<file path="src/rtl/fifo_rr_scheduler_if.sv">
// Scheduler-side bundle: FIFO status/data in, pop strobes and forwarded word out.
// master = scheduler, slave = FIFO bank plus downstream consumer.
interface fifo_rr_scheduler_if #(
  parameter int N = 4,
  parameter int W = 8
);
  localparam int IW = $clog2(N);

  logic                  init;
  logic [N-1:0]          fifo_empty;
  logic [N-1:0]          fifo_overflow;
  logic [N-1:0][W-1:0]   fifo_data;
  logic                  pausa;
  logic [N-1:0]          fifo_pop;
  logic [W-1:0]          out_data;
  logic                  out_valid;
  logic [IW-1:0]         grant_id;
  logic                  idle;
  logic                  error;

  modport master (
    input  init, fifo_empty, fifo_overflow, fifo_data, pausa,
    output fifo_pop, out_data, out_valid, grant_id, idle, error
  );

  modport slave (
    output init, fifo_empty, fifo_overflow, fifo_data, pausa,
    input  fifo_pop, out_data, out_valid, grant_id, idle, error
  );
endinterface

</file>
<file path="src/rtl/fifo_rr_scheduler.sv">
// Round-robin pop scheduler over N FWFT FIFOs with registered output and sticky overflow error.
// Define SCHED_BURST_EN to hold a grant for up to BURST_LEN consecutive pops.

// Per-FIFO request qualifier: live request, and whether it sits at/above the rotation pointer.
module fifo_rr_lane #(
  parameter int IW  = 2,
  parameter int IDX = 0
) (
  input  logic          empty,
  input  logic [IW-1:0] rr_ptr,
  output logic          req,
  output logic          hi
);
  localparam logic [IW-1:0] IDX_V = IW'(IDX);

  assign req = !empty;
  assign hi  = !empty && (IDX_V >= rr_ptr);
endmodule

module fifo_rr_scheduler #(
  parameter int N         = 4,
  parameter int W         = 8,
  parameter int BURST_LEN = 4
) (
  input  logic                    clk,
  input  logic                    reset,
  fifo_rr_scheduler_if.master     bus
);
  localparam int IW = $clog2(N);

  generate
    if (N < 2)         begin : g_chk_n  $error("N must be >= 2");         end
    if (BURST_LEN < 1) begin : g_chk_bl $error("BURST_LEN must be >= 1"); end
  endgenerate

  typedef enum logic [1:0] {S_INIT, S_IDLE, S_ACTIVE, S_ERROR} state_t;

  typedef struct packed {
    logic [W-1:0]  data;
    logic [IW-1:0] id;
  } resp_t;

  state_t        state, state_nxt;
  logic [IW-1:0] rr_ptr, sel, sel_inc, ptr_nxt;
  logic [N-1:0]  req, hi;
  logic          hit, any_req, any_ovf, pop_en;
  resp_t         resp_q;
  logic          out_vld;

  for (genvar i = 0; i < N; i++) begin : g_lane
    fifo_rr_lane #(.IW(IW), .IDX(i)) u_lane (
      .empty  (bus.fifo_empty[i]),
      .rr_ptr (rr_ptr),
      .req    (req[i]),
      .hi     (hi[i])
    );
  end

  assign any_req = |req;
  assign any_ovf = |bus.fifo_overflow;

  // Lowest requester at/above the pointer wins; otherwise wrap to the lowest requester.
  always_comb begin
    sel = '0;
    hit = 1'b0;
    for (int i = 0; i < N; i++)
      if (hi[i] && !hit) begin sel = IW'(i); hit = 1'b1; end
    for (int i = 0; i < N; i++)
      if (req[i] && !hit) begin sel = IW'(i); hit = 1'b1; end
  end

  assign sel_inc = (sel == IW'(N-1)) ? '0 : sel + IW'(1);

  // Overflow suppresses the pop in the same cycle it is seen.
  assign pop_en = (state == S_ACTIVE) && !bus.pausa && !any_ovf && any_req;

  always_comb begin
    bus.fifo_pop = '0;
    if (pop_en) bus.fifo_pop[sel] = 1'b1;
  end

  always_comb begin
    state_nxt = state;
    case (state)
      S_INIT:   if (bus.init) state_nxt = S_IDLE;
      S_IDLE:   if (any_ovf) state_nxt = S_ERROR;
                else if (any_req) state_nxt = S_ACTIVE;
      S_ACTIVE: if (any_ovf) state_nxt = S_ERROR;
                else if (!any_req) state_nxt = S_IDLE;
      S_ERROR:  state_nxt = S_ERROR;
      default:  state_nxt = S_INIT;
    endcase
  end

  always_ff @(posedge clk or posedge reset) begin
    if (reset) state <= S_INIT;
    else       state <= state_nxt;
  end

`ifdef SCHED_BURST_EN
  localparam int CW = $clog2(BURST_LEN + 1);

  logic [CW-1:0] burst_cnt, burst_base;
  logic          burst_last;

  // A grant that moved off rr_ptr (held FIFO drained) starts a fresh burst.
  assign burst_base = (sel == rr_ptr) ? burst_cnt : '0;
  assign burst_last = (burst_base == CW'(BURST_LEN - 1));
  assign ptr_nxt    = burst_last ? sel_inc : sel;

  always_ff @(posedge clk or posedge reset) begin
    if (reset)                     burst_cnt <= '0;
    else if (pop_en)               burst_cnt <= burst_last ? '0 : burst_base + CW'(1);
    else if (state_nxt == S_IDLE)  burst_cnt <= '0;
  end
`else
  assign ptr_nxt = sel_inc;
`endif

  always_ff @(posedge clk or posedge reset) begin
    if (reset) begin
      rr_ptr  <= '0;
      resp_q  <= '0;
      out_vld <= 1'b0;
    end else begin
      out_vld <= pop_en;
      if (pop_en) begin
        rr_ptr      <= ptr_nxt;
        resp_q.data <= bus.fifo_data[sel];
        resp_q.id   <= sel;
      end
    end
  end

  assign bus.out_data  = resp_q.data;
  assign bus.grant_id  = resp_q.id;
  assign bus.out_valid = out_vld;
  assign bus.idle      = (state == S_IDLE);
  assign bus.error     = (state == S_ERROR);
endmodule

</file>
<file path="src/flat_wrapper.sv">
// flat-port wrapper written by rule: the top's interface ports become plain ports
module fifo_rr_scheduler_flat 
#(
  parameter int N         = 4,
  parameter int W         = 8,
  parameter int BURST_LEN = 4
)
  (clk, reset, bus_init, bus_fifo_empty, bus_fifo_overflow, bus_fifo_data, bus_pausa, bus_fifo_pop, bus_out_data, bus_out_valid, bus_grant_id, bus_idle, bus_error);
  fifo_rr_scheduler_if #(.N(N), .W(W)) bus_i ();
  input  logic clk;
  input  logic reset;
  input wire logic [$bits(bus_i.init)-1:0] bus_init;
  input wire logic [$bits(bus_i.fifo_empty)-1:0] bus_fifo_empty;
  input wire logic [$bits(bus_i.fifo_overflow)-1:0] bus_fifo_overflow;
  input wire logic [$bits(bus_i.fifo_data)-1:0] bus_fifo_data;
  input wire logic [$bits(bus_i.pausa)-1:0] bus_pausa;
  output wire logic [$bits(bus_i.fifo_pop)-1:0] bus_fifo_pop;
  output wire logic [$bits(bus_i.out_data)-1:0] bus_out_data;
  output wire logic [$bits(bus_i.out_valid)-1:0] bus_out_valid;
  output wire logic [$bits(bus_i.grant_id)-1:0] bus_grant_id;
  output wire logic [$bits(bus_i.idle)-1:0] bus_idle;
  output wire logic [$bits(bus_i.error)-1:0] bus_error;
  assign bus_i.init = bus_init;
  assign bus_i.fifo_empty = bus_fifo_empty;
  assign bus_i.fifo_overflow = bus_fifo_overflow;
  assign bus_i.fifo_data = bus_fifo_data;
  assign bus_i.pausa = bus_pausa;
  assign bus_fifo_pop = bus_i.fifo_pop;
  assign bus_out_data = bus_i.out_data;
  assign bus_out_valid = bus_i.out_valid;
  assign bus_grant_id = bus_i.grant_id;
  assign bus_idle = bus_i.idle;
  assign bus_error = bus_i.error;
  fifo_rr_scheduler #(.N(N), .W(W), .BURST_LEN(BURST_LEN)) u_core (.clk(clk), .reset(reset), .bus(bus_i));
endmodule
</file>
<file path="config.mk">
export PLATFORM = sky130hd
export DESIGN_NAME = fifo_rr_scheduler_flat
export DESIGN_NICKNAME = d
export VERILOG_FILES = /design/src/rtl/fifo_rr_scheduler_if.sv /design/src/rtl/fifo_rr_scheduler.sv /design/src/flat_wrapper.sv
export SDC_FILE = /design/constraint.sdc
export NUM_CORES = 1
export LEC_CHECK = 0
export ABC_AREA = 1
export CAP_MARGIN = 30
export CORE_MARGIN = 2
export CORE_UTILIZATION = 40
export CTS_CLUSTER_SIZE = 20
export DETAILED_ROUTE_END_ITERATION = 12
export PLACE_DENSITY = 0.81
export SETUP_SLACK_MARGIN = 0.15
export SLEW_MARGIN = 20
export SYNTH_ARGS = -nofsm -noshare
export SYNTH_HDL_FRONTEND = slang
export SYNTH_SLANG_ARGS = --single-unit
</file>
<file path="constraint.sdc">
create_clock -name clk -period 2.3 [get_ports clk]
set_clock_uncertainty 0.2 [all_clocks]
set_input_delay 0.46 -clock clk [delete_from_list [all_inputs] [get_ports clk]]
set_output_delay 0.46 -clock clk [all_outputs]
set_load 0.03 [all_outputs]
</file>
==> impl_metrics.py, run 1 <==
metrics = {
    "cts": {
        "clock_sinks": 15,
        "htree_levels": 1,
        "clockBufferDepth": 2,
        "hold_buffers": 0,
        "cts-root-buf": "clkbuf_4",
        "path_clk_slew_ps": 100,
        "numCtsBuffers": 3,
        "cts_tree": "done",
        "clock_latency_ps": 300,
    },
    "run_status": {
        "violations": "negative setup slack",
        "outcome": "finished with violations",
    },
    "yosys": {
        "yosysUniqueCellTypes": 24,
        "ys_ff_latch": 15,
        "synth_area_per_cell_sq_um": 6.398,
        "synth_seq_area_share_pct": 30.24,
        "synth_top_area_cell": "dfrtp_1",
        "ys_warn_count": 0,
        "netlist_instances": 194,
        "synth_top_area_share_pct": 30.24,
        "synthTopCellsByCount": "51 x nand2_1, 50 x inv_1, 38 x nand3_1, 15 x dfrtp_1, 14 x nor2_1",
        "synth_nets": 242,
        "netlist_area_sq_um": 1241,
        "synth_edf_count": 0,
        "synth_ff_type": "dfrtp_1",
        "synth_area_leaders": "dfrtp_1 30%, nand2_1 15%, nand3_1 15%, inv_1 15%, nor2_1 4.2%",
        "synth.most_common_cell": "nand2_1",
        "async_reset_ff_share_pct": 100.0,
    },
    "finish": {
        "antenna_cells": 0,
        "num-nets-final": 336,
        "final_util_pct": 76.21,
        "postLayoutCellArea_sq_um": 2288,
        "area_growth_pct": 84.37,
        "drive_gt1_share_pct": 27.18,
    },
    "grt": {
        "grt_pass1_wl_um": 5968,
        "antenna_found_initial": 0,
        "grtUsageTotal_pct": 21.77,
        "grt_start_max_net_pins": 16,
        "overflow": 0,
        "grt_pass1_vias": 1438,
    },
    "critical_path": {
        "startpoint": "bus_fifo_empty[1]",
        "critPathLaunchType": "input pin",
        "path_max_fanout": 3,
        "critPathSlowestCell": "clkdlybuf4s15_1",
        "worstPathRequired_ps": 1640,
        "cp_common_cell": "inv_2",
        "r2r-start": "u_core.rr_ptr[1]$_DFFE_PP0P_",
        "crit_path_end_kind": "output port",
        "crit_type": "input pin to output port",
        "cp.arrival_ps": 1810,
        "cp_cell_sequence": "clkdlybuf4s15_1 -> buf_4 -> nand3_1 -> inv_1 -> o21ai_4 -> inv_2 -> ha_2 -> inv_2 -> nor2_4 -> buf_6",
        "slowest_delay_ps": 280,
    },
    "sta": {
        "timing.hold.ws_ps": 289.3,
        "setup_slack_ps": -165.8,
        "setup_viol": 4,
        "max_slew_margin_pct": 61.21,
        "drv_slew": 0,
        "fin_tns_setup_ps": -579.5,
        "worst_pin_slew_ps": 581.2,
        "hold_viol": 0,
        "fmax_mhz": 405.5,
        "period_share_pct": 107.2,
        "rsz0062_at_grt": "yes",
        "fin_crit_ps": 2466,
    },
    "floorplanning": {
        "chipWidth_um": 59.71,
        "row_count": 20,
        "die-area_sq_um": 3565,
        "dieHeight_um": 59.71,
        "core_sq_um": 3003,
        "ios": 61,
        "initial_core_util_pct": 41.33,
    },
    "detailed_routing": {
        "drtIter0Drc": 56,
        "routed-via-count": 1510,
        "dr.pass1.iters": 4,
        "wire_per_inst_um": 12.32,
        "drtAntennaViolNets": 0,
        "vias_per_cell": 4.719,
        "wl_um": 3943,
        "drc": 0,
    },
    "placement": {
        "placed_area_sq_um": 2042,
        "portBuffers": 60,
        "dp_hpwl_um": 2681,
        "place_congestion": 0.8621,
    },
    "power_and_ir_drop": {
        "leakage_nw": 1.226,
        "pwr_density_cell_nw_per_um2": 290.2,
        "power_w": 0.0006640,
        "irDropWorstVdd_mv": 0.3176,
    },
    "worst_hold_path": {
        "min-delay-start": "u_core.bus.out_data[1]$_DFFE_PP0P_",
        "hold_class": "flop to flop",
    },
    "run": {
        "cap_violations": 0,
    },
}
[stage by stage]
| stage | worst slack (ps) | instances |
|---|---|---|
| 2_1_floorplan | 124.3 | 194 |
| 3_3_place_gp | -361.5 | 304 |
| 3_5_place_dp | -410.9 | 304 |
| 4_1_cts | -121.3 | 315 |
| 5_1_grt | -235.8 | 320 |
| 6_report | -165.8 | 320 |
[flip-flops by register name (all words and copies together) (netlist names)]
signal / count
u_core.bus.out_data: 8
u_core.state: 2
u_core.bus.grant_id: 2
u_core.bus.out_valid: 1
u_core.rr_ptr: 2
[where the power goes]
| group | internal, W | switching (W) |
|---|---|---|
| Sequential | 0.000265 | 0.00000134 |
| Combinational | 0.000134 | 0.000107 |
| Clock | 0.0000648 | 0.0000924 |
[worst max-delay path: cells and delay by family]
kind	cells	cell delay (ps)
adders and majority gates	1	210
and+or+nand+nor	2	110
AOI/OAI and AO/OA	1	190
buffers and inverters	6	840
[path summary, 6_finish.rpt]
kind,endpoint,slack [ps],cells after the start
setup / recovery,bus_fifo_pop[3],-170,10
hold / removal,u_core.bus.out_data[1]$_DFFE_PP0P_,290,2
setup reg to reg,u_core.bus.out_data[2]$_DFFE_PP0P_,320,12
hold reg to reg,u_core.bus.out_data[1]$_DFFE_PP0P_,290,2
max in group asynchronous,u_core.rr_ptr[1]$_DFFE_PP0P_,1180,2
min in group asynchronous,u_core.bus.out_data[4]$_DFFE_PP0P_,310,2
[area by class of cell]
class                           count  area, sq um
Clock buffer                        3        22.52
Timing Repair Buffer               92        873.3
Tap cell                           33        41.29
Fill cell                         234        714.4
Clock inverter                      1        5.005
Multi-Input combinational cell    125        775.7
Sequential cell                    15        376.6
Inverter                           51        193.9
[per-layer routing]
metal / part of all wire, % / GRT usage, % / vias to the layer above
li1: - / - / 776
met1: 40 / 24.63 / 674
met2: 52 / 40.68 / 52
met3: 7.0 / 5.411 / 8
met4: 1.1 / 4.762 / 0
met5: 0 / 0 / -
[layout by cell type (no fill, tap or decap), types with 5 or more instances in the layout]
master           count
clkdlybuf4s50_1     46
dfrtp_1             14
nand2_1             48
inv_1               41
buf_6                7
buf_4               28
dlygate4sd2_1        5
nand3_1             36
nor2_4               6
nor2_1               8
inv_2                9
[kinds of logic after synthesis]
family                     share of synthesized area (%)
AOI/OAI and AO/OA                                  5.949
buffers and inverters                              17.94
and+or+nand+nor                                    41.83
DFF                                                30.24
adders and majority gates                          4.032
[repair_timing]
item / in CTS / in global routing
pin swaps: 8 / 10
gates cloned: 0 / 0
resized for setup: 30 / 18
buffers inserted: 7 / 5
setup endpoints to repair: 9 / 8
(Power assumes the default switching activity.)
==> run 2: changes to the inputs <==
--- a/config.mk
+++ b/config.mk
@@ -5,13 +5,14 @@
 export SDC_FILE = /design/constraint.sdc
 export NUM_CORES = 1
 export LEC_CHECK = 0
-export ABC_AREA = 1
+export ABC_AREA = 0
 export CAP_MARGIN = 30
 export CORE_MARGIN = 2
-export CORE_UTILIZATION = 40
+export CORE_UTILIZATION = 38
 export CTS_CLUSTER_SIZE = 20
 export DETAILED_ROUTE_END_ITERATION = 12
-export PLACE_DENSITY = 0.81
+export GPL_ROUTABILITY_DRIVEN = 1
+export PLACE_DENSITY = 0.8
 export SETUP_SLACK_MARGIN = 0.15
 export SLEW_MARGIN = 20
 export SYNTH_ARGS = -nofsm -noshare
==> run 2 against run 1 <==
Net effect: the run still ends with negative setup slack left; total power down 4.8%; sequential share of layout area increased by 1.6 points; first-iteration DRC count fell by 70%; synthesized area down 11%; die area is 6.1% lower; worst hold slack better by 1.2 ps; largest power group unchanged.
==> impl_metrics.py, run 2 <==
metrics = {
    "power_and_ir_drop": {
        "pwr-share-comb_pct": 34.1,
        "p_sw_share_pct": 24.15,
        "pwr_density_cell_nw_per_um2": 302.3,
        "irDropWorstVdd_mv": 0.2860,
        "power_switching_w": 0.0001526,
        "leakage_nw": 0.9772,
        "internal_power_w": 0.0004794,
        "power_frac_clock_pct": 23.9,
        "power_frac_seq_pct": 41.9,
    },
    "yosys": {
        "synth_nets": 145,
        "synth_area_leaders": "dfrtp_1 34%, mux2_4 11%, mux2_2 8.2%, a221o_1 7.3%, ha_1 4.5%",
        "synth_top_area_share_pct": 34.05,
        "ys_warn_count": 0,
        "netlist_area_sq_um": 1102,
        "netlist_instances": 97,
        "synth_edf_count": 0,
        "yosysUniqueCellTypes": 36,
        "async_reset_ff_share_pct": 100.0,
        "synth-compound-area-share_pct": 14.64,
        "ys_ff_latch": 15,
        "synth_simple_gate_area_share_pct": 22.47,
        "synthTopCellsByCount": "15 x dfrtp_1, 8 x a221o_1, 8 x mux2_2, 8 x mux2_4, 8 x nand2_1",
        "synth_area_per_cell_sq_um": 11.36,
        "synth_top_family_by_area": "simple AND/OR/NAND/NOR gates",
        "synth_seq_area_share_pct": 34.05,
        "synth_fa_ha_area_share_pct": 4.540,
        "synth_ff_type": "dfrtp_1",
        "synth.most_common_cell": "dfrtp_1",
        "synth_top_area_cell": "dfrtp_1",
        "synthMuxAreaShare_pct": 19.98,
        "synth_xor_area_share_pct": 0,
    },
    "sta": {
        "worst_pin_slew_ps": 569.8,
        "rsz0062_at_grt": "yes",
        "setup_slack_ps": -184.0,
        "fmax_mhz": 402.6,
        "hold_viol": 0,
        "period_share_pct": 108.0,
        "drv_slew": 0,
        "max_slew_margin_pct": 61.97,
        "fin_crit_ps": 2484,
        "fin_tns_setup_ps": -706.4,
        "setup_viol": 8,
    },
    "critical_path": {
        "timing.rr.end": "u_core.bus.out_data[3]$_DFFE_PP0P_",
        "path_depth": 7,
        "worstPathRequired_ps": 1640,
        "critPathSlowestCell": "dfrtp_2",
        "r2r-start": "u_core.rr_ptr[0]$_DFFE_PP0P_",
        "crit_type": "flop to output port",
        "startpoint": "u_core.rr_ptr[1]$_DFFE_PP0P_",
        "crit_path_end_kind": "output port",
        "r2r_slack_ps": -30,
        "critPathLaunchType": "flop",
        "cp_cell_sequence": "nand2b_1 -> a21oi_2 -> a211o_1 -> inv_2 -> ha_4 -> and2_4 -> buf_6",
        "crit_buf_inv": 2,
        "reg2regPathDepth": 8,
        "crit_family": "flip-flops",
        "path_max_fanout": 5,
        "cp.arrival_ps": 1820,
        "slowest_delay_ps": 460,
    },
    "finish": {
        "final-instance-count-excl-fill": 220,
        "largest_register_ffs": 8,
        "layout_commonest_cell": "clkdlybuf4s50_1",
        "num-nets-final": 238,
        "antenna_cells": 0,
        "final_cell_mix": "46 x clkdlybuf4s50_1, 17 x buf_4, 16 x buf_6",
        "postLayoutCellArea_sq_um": 2091,
        "drive_gt1_share_pct": 46.03,
        "area_growth_pct": 89.67,
    },
    "cts": {
        "hold_buffers": 0,
        "htree_levels": 1,
        "cts_tree": "done",
        "clock_latency_ps": 290,
        "clock_sinks": 15,
        "cts-root-buf": "clkbuf_4",
        "numCtsBuffers": 3,
        "path_clk_slew_ps": 80,
        "clockBufferDepth": 2,
    },
    "placement": {
        "portBuffers": 60,
        "placed_area_sq_um": 1862,
        "place_inst": 205,
        "dp_hpwl_um": 2399,
        "place_congestion": 0.8045,
    },
    "detailed_routing": {
        "wire_per_inst_um": 15.13,
        "vias_per_cell": 5.136,
        "drc": 0,
        "wl_um": 3328,
        "drtAntennaViolNets": 0,
        "dr.pass1.iters": 4,
        "drtIter0Drc": 17,
        "routed-via-count": 1130,
    },
    "run_status": {
        "violations": "negative setup slack",
        "outcome": "finished with violations",
    },
    "worst_hold_path": {
        "min-delay-start": "u_core.bus.grant_id[1]$_DFFE_PP0P_",
        "hold_class": "flop to flop",
        "holdPathEnd": "u_core.bus.grant_id[1]$_DFFE_PP0P_",
        "holdPathStages": 1,
    },
    "floorplanning": {
        "row_count": 19,
        "die-area_sq_um": 3348,
        "initial_core_util_pct": 39.97,
        "core_sq_um": 2758,
        "chipWidth_um": 57.86,
        "dieHeight_um": 57.86,
        "ios": 61,
    },
    "grt": {
        "grt_start_max_net_pins": 16,
        "antenna_found_initial": 0,
        "overflow": 0,
        "grtUsageTotal_pct": 20.29,
        "grt_pass1_wl_um": 5126,
        "grt_pass1_vias": 1174,
    },
    "run": {
        "cap_violations": 0,
    },
}
[run 2: changes by cell type after synthesis, sizes merged, moves of 2 or more]
cell    previous run  this run
inv               51         4
nand2             53         9
nand3             38         0
mux2               0        16
nor2              14         4
a221o              0         8
nor2b              0         8
and2               0         5
and2b              0         3
or2                4         1
nand2b             0         2
[run 2: power by group through the flow]
| stage | registers, W | logic [W] | clock network [W] |
|---|---|---|---|
| 3_5_place_dp | 0.000270 | 0.000177 | 0 |
| 2_1_floorplan | 0.000271 | 0.0000747 | 0 |
| 4_1_cts | 0.000265 | 0.000208 | 0.000156 |
| 6_report | 0.000265 | 0.000216 | 0.000151 |
| 3_3_place_gp | 0.000270 | 0.000173 | 0 |
| 5_1_grt | 0.000265 | 0.000230 | 0.000174 |
[run 2: how the worst max path moves through the flow]
stage / to
after floorplan: bus_fifo_pop[0]
after global placement: bus_fifo_pop[0]
after detailed placement: bus_fifo_pop[2]
after CTS: bus_fifo_pop[0]
after global routing: bus_fifo_pop[3]
final: bus_fifo_pop[3]
[run 2: logic make-up (layout without fill, tap and decap cells)]
| group | count (synthesis) | after routing |
|---|---|---|
| compound gates | 18 | 18 |
| buf+inv | 6 | 98 |
| mux | 17 | 17 |
| simple gates | 37 | 37 |
| flops | 15 | 15 |
| fa+ha+maj | 4 | 4 |
[run 2: worst reg2reg max path, cell delays in order, from the launching register on]
cell and delay (ps):
dfrtp_2 460, o2111a_1 260, or2_4 280, inv_8 80
buf_6 120, buf_8 120, buf_6 110, mux2_4 290
a221o_1 290
[run 2: what timing repair did]
item,in CTS,in global routing
endpoints found under the setup margin,17,12
gates resized for setup,54,11
setup buffers,8,2
pin swaps,14,7
hold endpoints to repair,0,0
cloned,1,0
[run 2: layout make-up]
cell class	count	area, sq um
Sequential cell	15	377.9
Tap cell	31	38.79
Timing Repair Buffer	90	868.3
Fill cell	190	666.9
Inverter	4	27.53
Clock buffer	4	26.28
Multi-Input combinational cell	76	752.0
[run 2: stage by stage]
| step | worst slack (ps) | hold slack, ps | power [W] | util (%) |
|---|---|---|---|---|
| floorplan | -17.84 | 161.5 | 0.0003460 | - |
| global placement | -517.9 | 260.6 | 0.0004427 | 67.51 |
| detailed placement | -579.3 | 275.5 | 0.0004471 | 67.51 |
| CTS | -146.6 | 295.2 | 0.0006291 | 74.59 |
| global route | -255.3 | 331.5 | 0.0006694 | 75.82 |
| finish | -184.0 | 290.4 | 0.0006320 | 75.82 |
[run 2: routing by layer]
layer	GRT usage [%]	part of all wire (%)
met3	4.911	10
met5	0	0
met1	23.09	37
met2	36.36	51
met4	7.973	2.4
==> run 3: changes to the inputs <==
--- a/config.mk
+++ b/config.mk
@@ -14,7 +14,7 @@
 export GPL_ROUTABILITY_DRIVEN = 1
 export PLACE_DENSITY = 0.8
 export SETUP_SLACK_MARGIN = 0.15
-export SLEW_MARGIN = 20
+export SLEW_MARGIN = 40
 export SYNTH_ARGS = -nofsm -noshare
 export SYNTH_HDL_FRONTEND = slang
 export SYNTH_SLANG_ARGS = --single-unit
==> results of run 3 <==
No change in the layout: final DEF, timing and power equal those of run 2.
